--- src/rtl/alu_sequencer_if.sv ---
// Instruction handshake, ALU control and status bus for the ALU sequencer.
interface alu_sequencer_if;
  logic        instr_valid;
  logic [15:0] instr;
  logic        instr_ready;
  logic        resume;
  logic [7:0]  alu_opcode;
  logic        alu_carry_in;
  logic [4:0]  alu_flags;
  logic [3:0]  rdest_addr;
  logic [3:0]  rsrc_addr;
  logic [15:0] imm;
  logic        b_sel;
  logic        reg_we;
  logic [4:0]  psr;
  logic        branch_taken;
  logic [15:0] branch_disp;
  logic        illegal;
  logic        halted;

  modport master (
    output instr_valid, instr, resume, alu_flags,
    input  instr_ready, alu_opcode, alu_carry_in, rdest_addr, rsrc_addr, imm,
           b_sel, reg_we, psr, branch_taken, branch_disp, illegal, halted
  );

  modport slave (
    input  instr_valid, instr, resume, alu_flags,
    output instr_ready, alu_opcode, alu_carry_in, rdest_addr, rsrc_addr, imm,
           b_sel, reg_we, psr, branch_taken, branch_disp, illegal, halted
  );
endinterface

--- src/rtl/alu_sequencer.sv ---
// Four-state instruction sequencer: captures an instruction, decodes it into ALU
// controls, executes one cycle (writeback / flags / branch), and supports WAIT/HALT.
module alu_sequencer (
  input  logic            clk,
  input  logic            reset,
  alu_sequencer_if.slave  bus
);
  typedef enum logic [1:0] {IDLE, DECODE, EXEC, HALT} state_t;
  state_t state, state_nx;

  logic [15:0] instr_q;
  logic [7:0]  opcode_q;
  logic [3:0]  rdest_q, rsrc_q;
  logic [15:0] imm_q, disp_q;
  logic        b_sel_q, branch_q, cmp_q, psr_upd_q, bad_q;
  logic [4:0]  psr_q;

  logic [3:0]  hi, ext;
  logic        d_imm_form, d_shift_imm, d_sext;
  logic [7:0]  d_opcode;
  logic [15:0] d_imm;
  logic        d_cmp, d_psr_upd, d_bad;
  logic        cond_true, flags_bad;

  // Register forms (hi=0000): ext 0001 CMP, 0110 CMPU, 0101 ADD, 0111 ADDC,
  // 1001 SUB, 1010 SUBC. Immediate 0110 is CMPUI, 1011 is CMPI.
  always_comb begin
    hi          = instr_q[15:12];
    ext         = instr_q[7:4];
    d_imm_form  = hi inside {4'b0001, 4'b0010, 4'b0011, 4'b0101, 4'b0110,
                             4'b0111, 4'b1001, 4'b1010, 4'b1011, 4'b1111};
    d_shift_imm = (hi == 4'b1000) && (ext[3:2] == 2'b00);
    d_sext      = hi inside {4'b0101, 4'b0111, 4'b1001, 4'b1010, 4'b1011};
    d_bad       = hi inside {4'b0100, 4'b1101, 4'b1110};
    d_opcode    = {hi, d_imm_form ? 4'b0000 : ext};
    d_imm       = '0;
    if (d_imm_form)
      d_imm = d_sext ? {{8{instr_q[7]}}, instr_q[7:0]} : {8'h00, instr_q[7:0]};
    else if (d_shift_imm)
      d_imm = {12'h000, instr_q[3:0]};
    if (d_imm_form) begin
      d_cmp     = hi inside {4'b1011, 4'b0110};
      d_psr_upd = hi inside {4'b0101, 4'b0110, 4'b0111, 4'b1001, 4'b1010, 4'b1011};
    end else begin
      d_cmp     = (hi == 4'b0000) && (ext inside {4'b0001, 4'b0110});
      d_psr_upd = (hi == 4'b0000) &&
                  (ext inside {4'b0001, 4'b0101, 4'b0110, 4'b0111, 4'b1001, 4'b1010});
    end
  end

  // Branch condition over psr {C,L,F,Z,N}; cond is held in rdest_q.
  always_comb begin
    cond_true = 1'b0;
    case (rdest_q)
      4'h0: cond_true =  psr_q[1];
      4'h1: cond_true = !psr_q[1];
      4'h2: cond_true =  psr_q[4];
      4'h3: cond_true = !psr_q[4];
      4'h4: cond_true =  psr_q[3];
      4'h5: cond_true = !psr_q[3];
      4'h6: cond_true =  psr_q[0];
      4'h7: cond_true = !psr_q[0];
      4'h8: cond_true =  psr_q[2];
      4'h9: cond_true = !psr_q[2];
      4'hA: cond_true = !psr_q[3] && !psr_q[1];
      4'hB: cond_true =  psr_q[3] ||  psr_q[1];
      4'hC: cond_true = !psr_q[0] && !psr_q[1];
      4'hD: cond_true =  psr_q[0] ||  psr_q[1];
      4'hE: cond_true = 1'b1;
      default: cond_true = 1'b0;
    endcase
  end

  assign flags_bad = (bus.alu_flags == 5'b11111);

  always_comb begin
    state_nx         = state;
    bus.reg_we       = 1'b0;
    bus.illegal      = 1'b0;
    bus.branch_taken = 1'b0;
    case (state)
      IDLE:   if (bus.instr_valid) state_nx = DECODE;
      DECODE: state_nx = (instr_q == 16'h0000) ? HALT : EXEC;
      EXEC: begin
        state_nx = IDLE;
        // Strobes are combinational in EXEC, so a reset arriving here must mask them.
        if (!reset) begin
          if (bad_q)                  bus.illegal      = 1'b1;
          else if (branch_q)          bus.branch_taken = cond_true;
          else if (flags_bad)         bus.illegal      = 1'b1;
          else if (!cmp_q)            bus.reg_we       = 1'b1;
        end
      end
      HALT:   if (bus.resume) state_nx = IDLE;
      default: state_nx = IDLE;
    endcase
  end

  always_ff @(posedge clk) begin
    if (reset) begin
      state     <= IDLE;
      instr_q   <= '0;
      opcode_q  <= '0;
      rdest_q   <= '0;
      rsrc_q    <= '0;
      imm_q     <= '0;
      disp_q    <= '0;
      b_sel_q   <= 1'b0;
      branch_q  <= 1'b0;
      cmp_q     <= 1'b0;
      psr_upd_q <= 1'b0;
      bad_q     <= 1'b0;
      psr_q     <= '0;
    end else begin
      state <= state_nx;
      if (state == IDLE && bus.instr_valid)
        instr_q <= bus.instr;
      if (state == DECODE) begin
        opcode_q  <= d_opcode;
        rdest_q   <= instr_q[11:8];
        rsrc_q    <= instr_q[3:0];
        imm_q     <= d_imm;
        disp_q    <= {{8{instr_q[7]}}, instr_q[7:0]};
        b_sel_q   <= d_imm_form || d_shift_imm;
        branch_q  <= (hi == 4'b1100);
        cmp_q     <= d_cmp;
        psr_upd_q <= d_psr_upd;
        bad_q     <= d_bad;
      end
      if (state == EXEC && !bad_q && !branch_q && !flags_bad && psr_upd_q)
        psr_q <= bus.alu_flags;
    end
  end

  assign bus.instr_ready  = (state == IDLE);
  assign bus.halted       = (state == HALT);
  assign bus.alu_opcode   = opcode_q;
  assign bus.alu_carry_in = psr_q[4];
  assign bus.rdest_addr   = rdest_q;
  assign bus.rsrc_addr    = rsrc_q;
  assign bus.imm          = imm_q;
  assign bus.b_sel        = b_sel_q;
  assign bus.branch_disp  = disp_q;
  assign bus.psr          = psr_q;
endmodule

--- src/flat_wrapper.sv ---
// flat-port wrapper written by rule: the top's interface ports become plain ports
module alu_sequencer_flat 
  (clk, reset, bus_instr_valid, bus_instr, bus_resume, bus_alu_flags, bus_instr_ready, bus_alu_opcode, bus_alu_carry_in, bus_rdest_addr, bus_rsrc_addr, bus_imm, bus_b_sel, bus_reg_we, bus_psr, bus_branch_taken, bus_branch_disp, bus_illegal, bus_halted);
  alu_sequencer_if bus_i ();
  input  logic clk;
  input  logic reset;
  input wire logic [$bits(bus_i.instr_valid)-1:0] bus_instr_valid;
  input wire logic [$bits(bus_i.instr)-1:0] bus_instr;
  input wire logic [$bits(bus_i.resume)-1:0] bus_resume;
  input wire logic [$bits(bus_i.alu_flags)-1:0] bus_alu_flags;
  output wire logic [$bits(bus_i.instr_ready)-1:0] bus_instr_ready;
  output wire logic [$bits(bus_i.alu_opcode)-1:0] bus_alu_opcode;
  output wire logic [$bits(bus_i.alu_carry_in)-1:0] bus_alu_carry_in;
  output wire logic [$bits(bus_i.rdest_addr)-1:0] bus_rdest_addr;
  output wire logic [$bits(bus_i.rsrc_addr)-1:0] bus_rsrc_addr;
  output wire logic [$bits(bus_i.imm)-1:0] bus_imm;
  output wire logic [$bits(bus_i.b_sel)-1:0] bus_b_sel;
  output wire logic [$bits(bus_i.reg_we)-1:0] bus_reg_we;
  output wire logic [$bits(bus_i.psr)-1:0] bus_psr;
  output wire logic [$bits(bus_i.branch_taken)-1:0] bus_branch_taken;
  output wire logic [$bits(bus_i.branch_disp)-1:0] bus_branch_disp;
  output wire logic [$bits(bus_i.illegal)-1:0] bus_illegal;
  output wire logic [$bits(bus_i.halted)-1:0] bus_halted;
  assign bus_i.instr_valid = bus_instr_valid;
  assign bus_i.instr = bus_instr;
  assign bus_i.resume = bus_resume;
  assign bus_i.alu_flags = bus_alu_flags;
  assign bus_instr_ready = bus_i.instr_ready;
  assign bus_alu_opcode = bus_i.alu_opcode;
  assign bus_alu_carry_in = bus_i.alu_carry_in;
  assign bus_rdest_addr = bus_i.rdest_addr;
  assign bus_rsrc_addr = bus_i.rsrc_addr;
  assign bus_imm = bus_i.imm;
  assign bus_b_sel = bus_i.b_sel;
  assign bus_reg_we = bus_i.reg_we;
  assign bus_psr = bus_i.psr;
  assign bus_branch_taken = bus_i.branch_taken;
  assign bus_branch_disp = bus_i.branch_disp;
  assign bus_illegal = bus_i.illegal;
  assign bus_halted = bus_i.halted;
  alu_sequencer u_core (.clk(clk), .reset(reset), .bus(bus_i));
endmodule
--- config.mk ---
export PLATFORM = sky130hd
export DESIGN_NAME = alu_sequencer_flat
export DESIGN_NICKNAME = d
export VERILOG_FILES = /design/src/rtl/alu_sequencer_if.sv /design/src/rtl/alu_sequencer.sv /design/src/flat_wrapper.sv
export SDC_FILE = /design/constraint.sdc
export NUM_CORES = 1
export LEC_CHECK = 0
export ABC_AREA = 0
export CAP_MARGIN = 20
export CORE_AREA = 5 5 98 73
export CTS_CLUSTER_DIAMETER = 60
export DETAILED_ROUTE_END_ITERATION = 7
export DIE_AREA = 0 0 103 78
export HOLD_SLACK_MARGIN = 0.15
export PLACE_DENSITY = 0.76
export SETUP_SLACK_MARGIN = 0.3
export SLEW_MARGIN = 25
export SYNTH_ARGS = -nofsm -noshare
export SYNTH_HDL_FRONTEND = slang
export SYNTH_SLANG_ARGS = --single-unit
export TNS_END_PERCENT = 30
--- constraint.sdc ---
create_clock -name clk -period 1.69 [get_ports clk]
set_input_delay 0.338 -clock clk [delete_from_list [all_inputs] [get_ports clk]]
set_output_delay 0.338 -clock clk [all_outputs]
set_load 0.03 [all_outputs]
# After elaboration in Yosys (flattened, before gate mapping)
# Index checks and enable logic that the tools add are counted.
word_totals:
  ff_bits: 68
  input_bits: 25
  out_inout_bits: 60
  elab_cells: 114
classes:
  reduce_logical: 34
  n_eq_ne: 41
  mux: 26
op_table:
  columns: ["operator", "n"]
  rows:
  - ["4-bit == test (second input constant)", 17]
  - ["4-bit by 3-bit == test with 1-bit output (second input constant)", 11]
  - ["16-bit 2-to-1 mux", 2]
  - ["1-bit 2-to-1 mux", 18]
  - ["4-bit by 2-bit == test with 1-bit output (second input constant)", 4]
  - ["16-bit logical NOT", 1]
  - ["1-bit one-hot mux with 15 select lines", 1]
  - ["4-bit by 1-bit == test with 1-bit output (second input constant)", 3]
  - ["6-bit nonzero test", 2]
  - ["1-bit logical AND", 10]
  - ["10-bit nonzero test", 1]
  - ["1-bit logical NOT", 8]
  - ["4-bit logical NOT", 2]
  - ["4-bit 2-to-1 mux", 2]
  - ["2-bit one-hot mux with 4 select lines", 1]
  - ["5-bit == test (second input constant)", 1]
  - ["5-bit nonzero test", 1]
  - ["2-bit == test (second input constant)", 2]
  - ["2-bit logical NOT", 2]
  - ["2-bit 2-to-1 mux", 2]
  - ["2-bit != test (second input constant)", 2]
  - ["2-bit nonzero test", 2]
  - ["1-bit logical OR", 3]
  - ["3-bit nonzero test", 1]
  - ["2 further kinds", 2]

# Logic depth before layout (Yosys ltp)
logic_depth:
  word_depth: 7
  depth_mapped: 6
  mapped_depth_nobuf: 5

# Worst setup path before layout
# OpenSTA, ideal clock, no wires.
synth_path:
  path_type: "reg2out"
  from: "reg u_core.rdest_q[2] (netlist: u_core.bus.rdest_addr[2])"
  to: "out bus_branch_taken"
  arrival_time_ps: 1872
  setup_slack_ps: -520
  stages_incl_launch_ff: 7
  n_path_buf: 1
  required_time_ps: 1352
  path_cell_list: "dfxtp_1 buf_2 mux2i_1 or4_1 o21ai_0 a311oi_1 a31oi_1"
synth_between:
  elab_chain_len: 6
  word_cells_on_any_way: 20
  cone_classes: "14 x eq/ne; 5 x mux; 1 x reduce/logical"
synth_lines:
  columns: ["item", "line", "text"]
  rows:
  - ["from (decl)", "alu_sequencer.sv:13", "logic [3:0] rdest_q, rsrc_q;"]
  - ["from (signal assigned)", "alu_sequencer.sv:120", "rdest_q <= instr_q[11:8];"]
  - ["4-bit == test (tied with other cells)", "alu_sequencer.sv:54", "case (rdest_q)"]
  - ["1-bit one-hot mux with 15 select lines (*)", "alu_sequencer.sv:54", null]
  - ["1-bit 2-to-1 mux (*)", "alu_sequencer.sv:89", "else if (branch_q) bus.branch_taken = cond_true;"]
  - ["1-bit 2-to-1 mux (*)", "alu_sequencer.sv:88", "if (bad_q) bus.illegal = 1'b1;"]
  - ["1-bit 2-to-1 mux (*)", "alu_sequencer.sv:87", "if (!reset) begin"]
  - ["1-bit 2-to-1 mux (*)", "alu_sequencer.sv:81", "case (state)"]
  - ["to (decl)", "flat_wrapper.sv:20", "output wire logic [$bits(bus_i.branch_taken)-1:0] bus_branch_taken;"]
# Every way passes the cells marked *; elsewhere a longest branch is shown, timed or not.

# Worst setup path in the final report
# Ends and elaborated chain as after synthesis.

==> results.cfg <==
[sta]
maxSlewViolCount = 0
fin_crit_sh_pct = 120.5
max_slew_margin_pct = 61.67
hold_viol = 0
fmax_mhz = 490.9
tightest_slew_ps = 575.0
period_minus_slack_ps = 2037
finalSetupTns_ps = -405.9
finalClockSkew_ps = 10.46
final.setup.worst_slack_ps = -347.0
rsz0062_at_grt = yes
setup_viol = 2

[die]
core_area_sq_um = 6066
start_util_pct = 43.48
die_w_microns = 103
die_h_microns = 78
rows = 24
io_pins = 85
die-area_sq_um = 8034

[synth]
ys_warn_count = 0
synth_top_family_by_area = simple AND/OR/NAND/NOR gates
ys.flop_type = dfxtp_1
seq_area_frac_synth_pct = 43.26
avgSynthCellArea_sq_um = 7.645
synthAdderAreaFrac_pct = 0.3795
synth_cell_types = 46
synth-xor-area-share_pct = 0.6641
syn-cell-area_sq_um = 2638
synth_compound_area_share_pct = 15.94
syn_inst = 345
ys_ff_latch = 57
synth_edf_count = 0
yosys-mux-area-fraction_pct = 2.277
async_flop_share_pct = 0
synth-simple-area-share_pct = 26.14
synth_nets = 370

[global_routing]
use_met2_pct = 30.79
use_met1_pct = 24.15
antenna_found_initial = 0
grt_overflow = 0
grt_pass1_wl_mm = 12.14
grt_busiest_layer = met2
grt_pass1_vias = 2520
use_met3_pct = 4.839
grt_max_degree = 58
grtUsageTotal_pct = 18.98

[cts]
root_buffer = clkbuf_8
cts_buffer_depth = 2
clk_latency_ps = 340
postCtsHoldBufs = 0
htreeDepth = 3
cts_made_buffers = 9
clock_sinks = 57
clkTransAtPathRegs_ps = 70
cts_tree = done

[pwr]
peakVddDrop_v = 0.0004537
cellPowerDensity_nw_per_um2 = 867.7
p_leak_nw = 1.441
finalPower_mw = 3.256

[placed_design]
hpwl_mm = 5.175
gp_congestion = 0.8111
port_buffers = 84

[drt]
dr.pass1.iters = 4
dr_total_vias = 2586
drtIter0Drc = 138
drc = 0
viasPerCell = 5.193
wirelength_mm = 7.510
wire_per_inst_microns = 15.08
ant_nets = 0

[cells_and_area]
filler_cell_count = 555
multi_input_area_sq_um = 1334
final_cell_mix = nand2_1 (79), a21oi_1 (49), dfxtp_1 (41)
drive_above_1_share_pct = 33.81
final_common_cell = nand2_1
area_growth_pct = 42.27
seq_area_sq_um = 1174
final_net_count = 440
n_antenna_cell = 0

[min_path]
hp-class = input pin to flip-flop

[run_status]
status = finished with violations
violations = setup timing

[worst_setup_path]
arrival_ps = 1700
end_kind = primary output
worst_setup_path_start_kind = flip-flop
worstSetupPathType = flip-flop to primary output
crit_required_ps = 1350
path_max_fanout = 4

[flow_run]
drv_cap = 0
==> synthesized netlist by cell type, drive strengths merged, types with 2 or more instances <==
cell / number / area share (%)
a211oi: 3 / 1.0
a21oi: 49 / 9.3
a22oi: 4 / 1.1
a31oi: 4 / 0.95
buf: 35 / 8.5
clkbuf: 14 / 2.0
dfxtp: 57 / 43
inv: 6 / 0.85
mux2i: 6 / 2.3
nand2: 80 / 11
nand2b: 7 / 1.7
nand3: 11 / 2.1
nand3b: 2 / 0.57
nand4: 2 / 0.47
nor2: 29 / 4.1
nor2b: 2 / 0.47
nor3: 2 / 0.38
nor4: 3 / 0.95
nor4b: 2 / 1.2
o211ai: 2 / 0.57
o21ai: 6 / 1.1
or3: 2 / 0.47
==> area by class of cell <==
cell class	count	share of cell area, %
clock buffers	10	3.968
well taps	78	2.601
inverters	6	0.6669
flip-flops and latches	57	31.28
multi-input cells	233	35.55
clock inverters	6	1.701
repair buffers	108	24.24
==> where the power goes <==
group	leakage (nW)	total (mW)	internal, mW	switching, mW
sequential	0.471	1.45	1.39	0.0668
combinational	0.866	0.461	0.202	0.259
clock	0.104	1.34	0.769	0.572
==> through the flow <==
| stage | hold WS, ps | area [sq um] | setup WS (ps) | cells | util [%] |
|---|---|---|---|---|---|
| after floorplan | 434.9 | 2693 | -178.3 | 345 | - |
| after global placement | 439.2 | 3513 | -222.5 | 480 | 57.92 |
| after detailed placement | 448.5 | 3513 | -253.9 | 480 | 57.92 |
| after CTS | 226.1 | 3740 | -368.4 | 497 | 61.65 |
| after global routing | 239.4 | 3752 | -425.3 | 498 | 61.86 |
| final | 238.1 | 3752 | -347.0 | 498 | 61.86 |
==> final timing paths <==
kind / end / from / slack, ps / cells after the start
worst max-delay path: bus_branch_taken / u_core.bus.rdest_addr[2] / -350 / 6
worst min-delay path: u_core.bus.psr[1] / bus_alu_flags[1] / 240 / 3
worst max register to register: u_core.bus.psr[4] / u_core.state[0] / 290 / 7
worst min register to register: u_core.bus.imm[6] / u_core.bus.imm[6] / 460 / 2
==> cells by family (layout without fill, tap and decap cells) <==
logic type,count (synthesis),count (layout)
DFF,57,57
muxes,6,6
xor gates and xnor gates,2,2
buffers and inverters,55,130
AOI/OAI and AO/OA,74,74
adders and majority gates,1,1
and+or+nand+nor,150,150
==> layer usage <==
layer	wire [microns]	up-vias	part of all wire, %
met1	3251	1216	43
li1	-	1277	-
met5	0	-	0
met2	3694	80	49
met4	114	0	1.5
met3	449	13	6.0
==> critical path, stage by stage, from the launching register on <==
cell	delay [ps]
dfxtp_4	360
mux2i_1	120
or4_1	390
o21ai_1	90
a311oi_1	60
a31oi_2	190
buf_6	150
==> sequential cells by signal (all words and copies together), names as in the netlist <==
signal,cells
u_core.bus.alu_opcode,8
u_core.instr_q,16
u_core.cmp_q,1
u_core.branch_q,1
u_core.bus.rdest_addr,4
u_core.state,2
u_core.bus.branch_disp,8
u_core.bad_q,1
u_core.psr_upd_q,1
u_core.bus.psr,5
u_core.bus.b_sel,1
u_core.bus.imm,9
==> repair_timing <==
action,4_1_cts,5_1_grt
pin swaps,6,3
endpoints found under the hold margin,0,0
setup endpoints to repair,71,56
resized for setup,244,58
setup buffers,1,1
No activity file was read; power rests on OpenSTA's default activity.
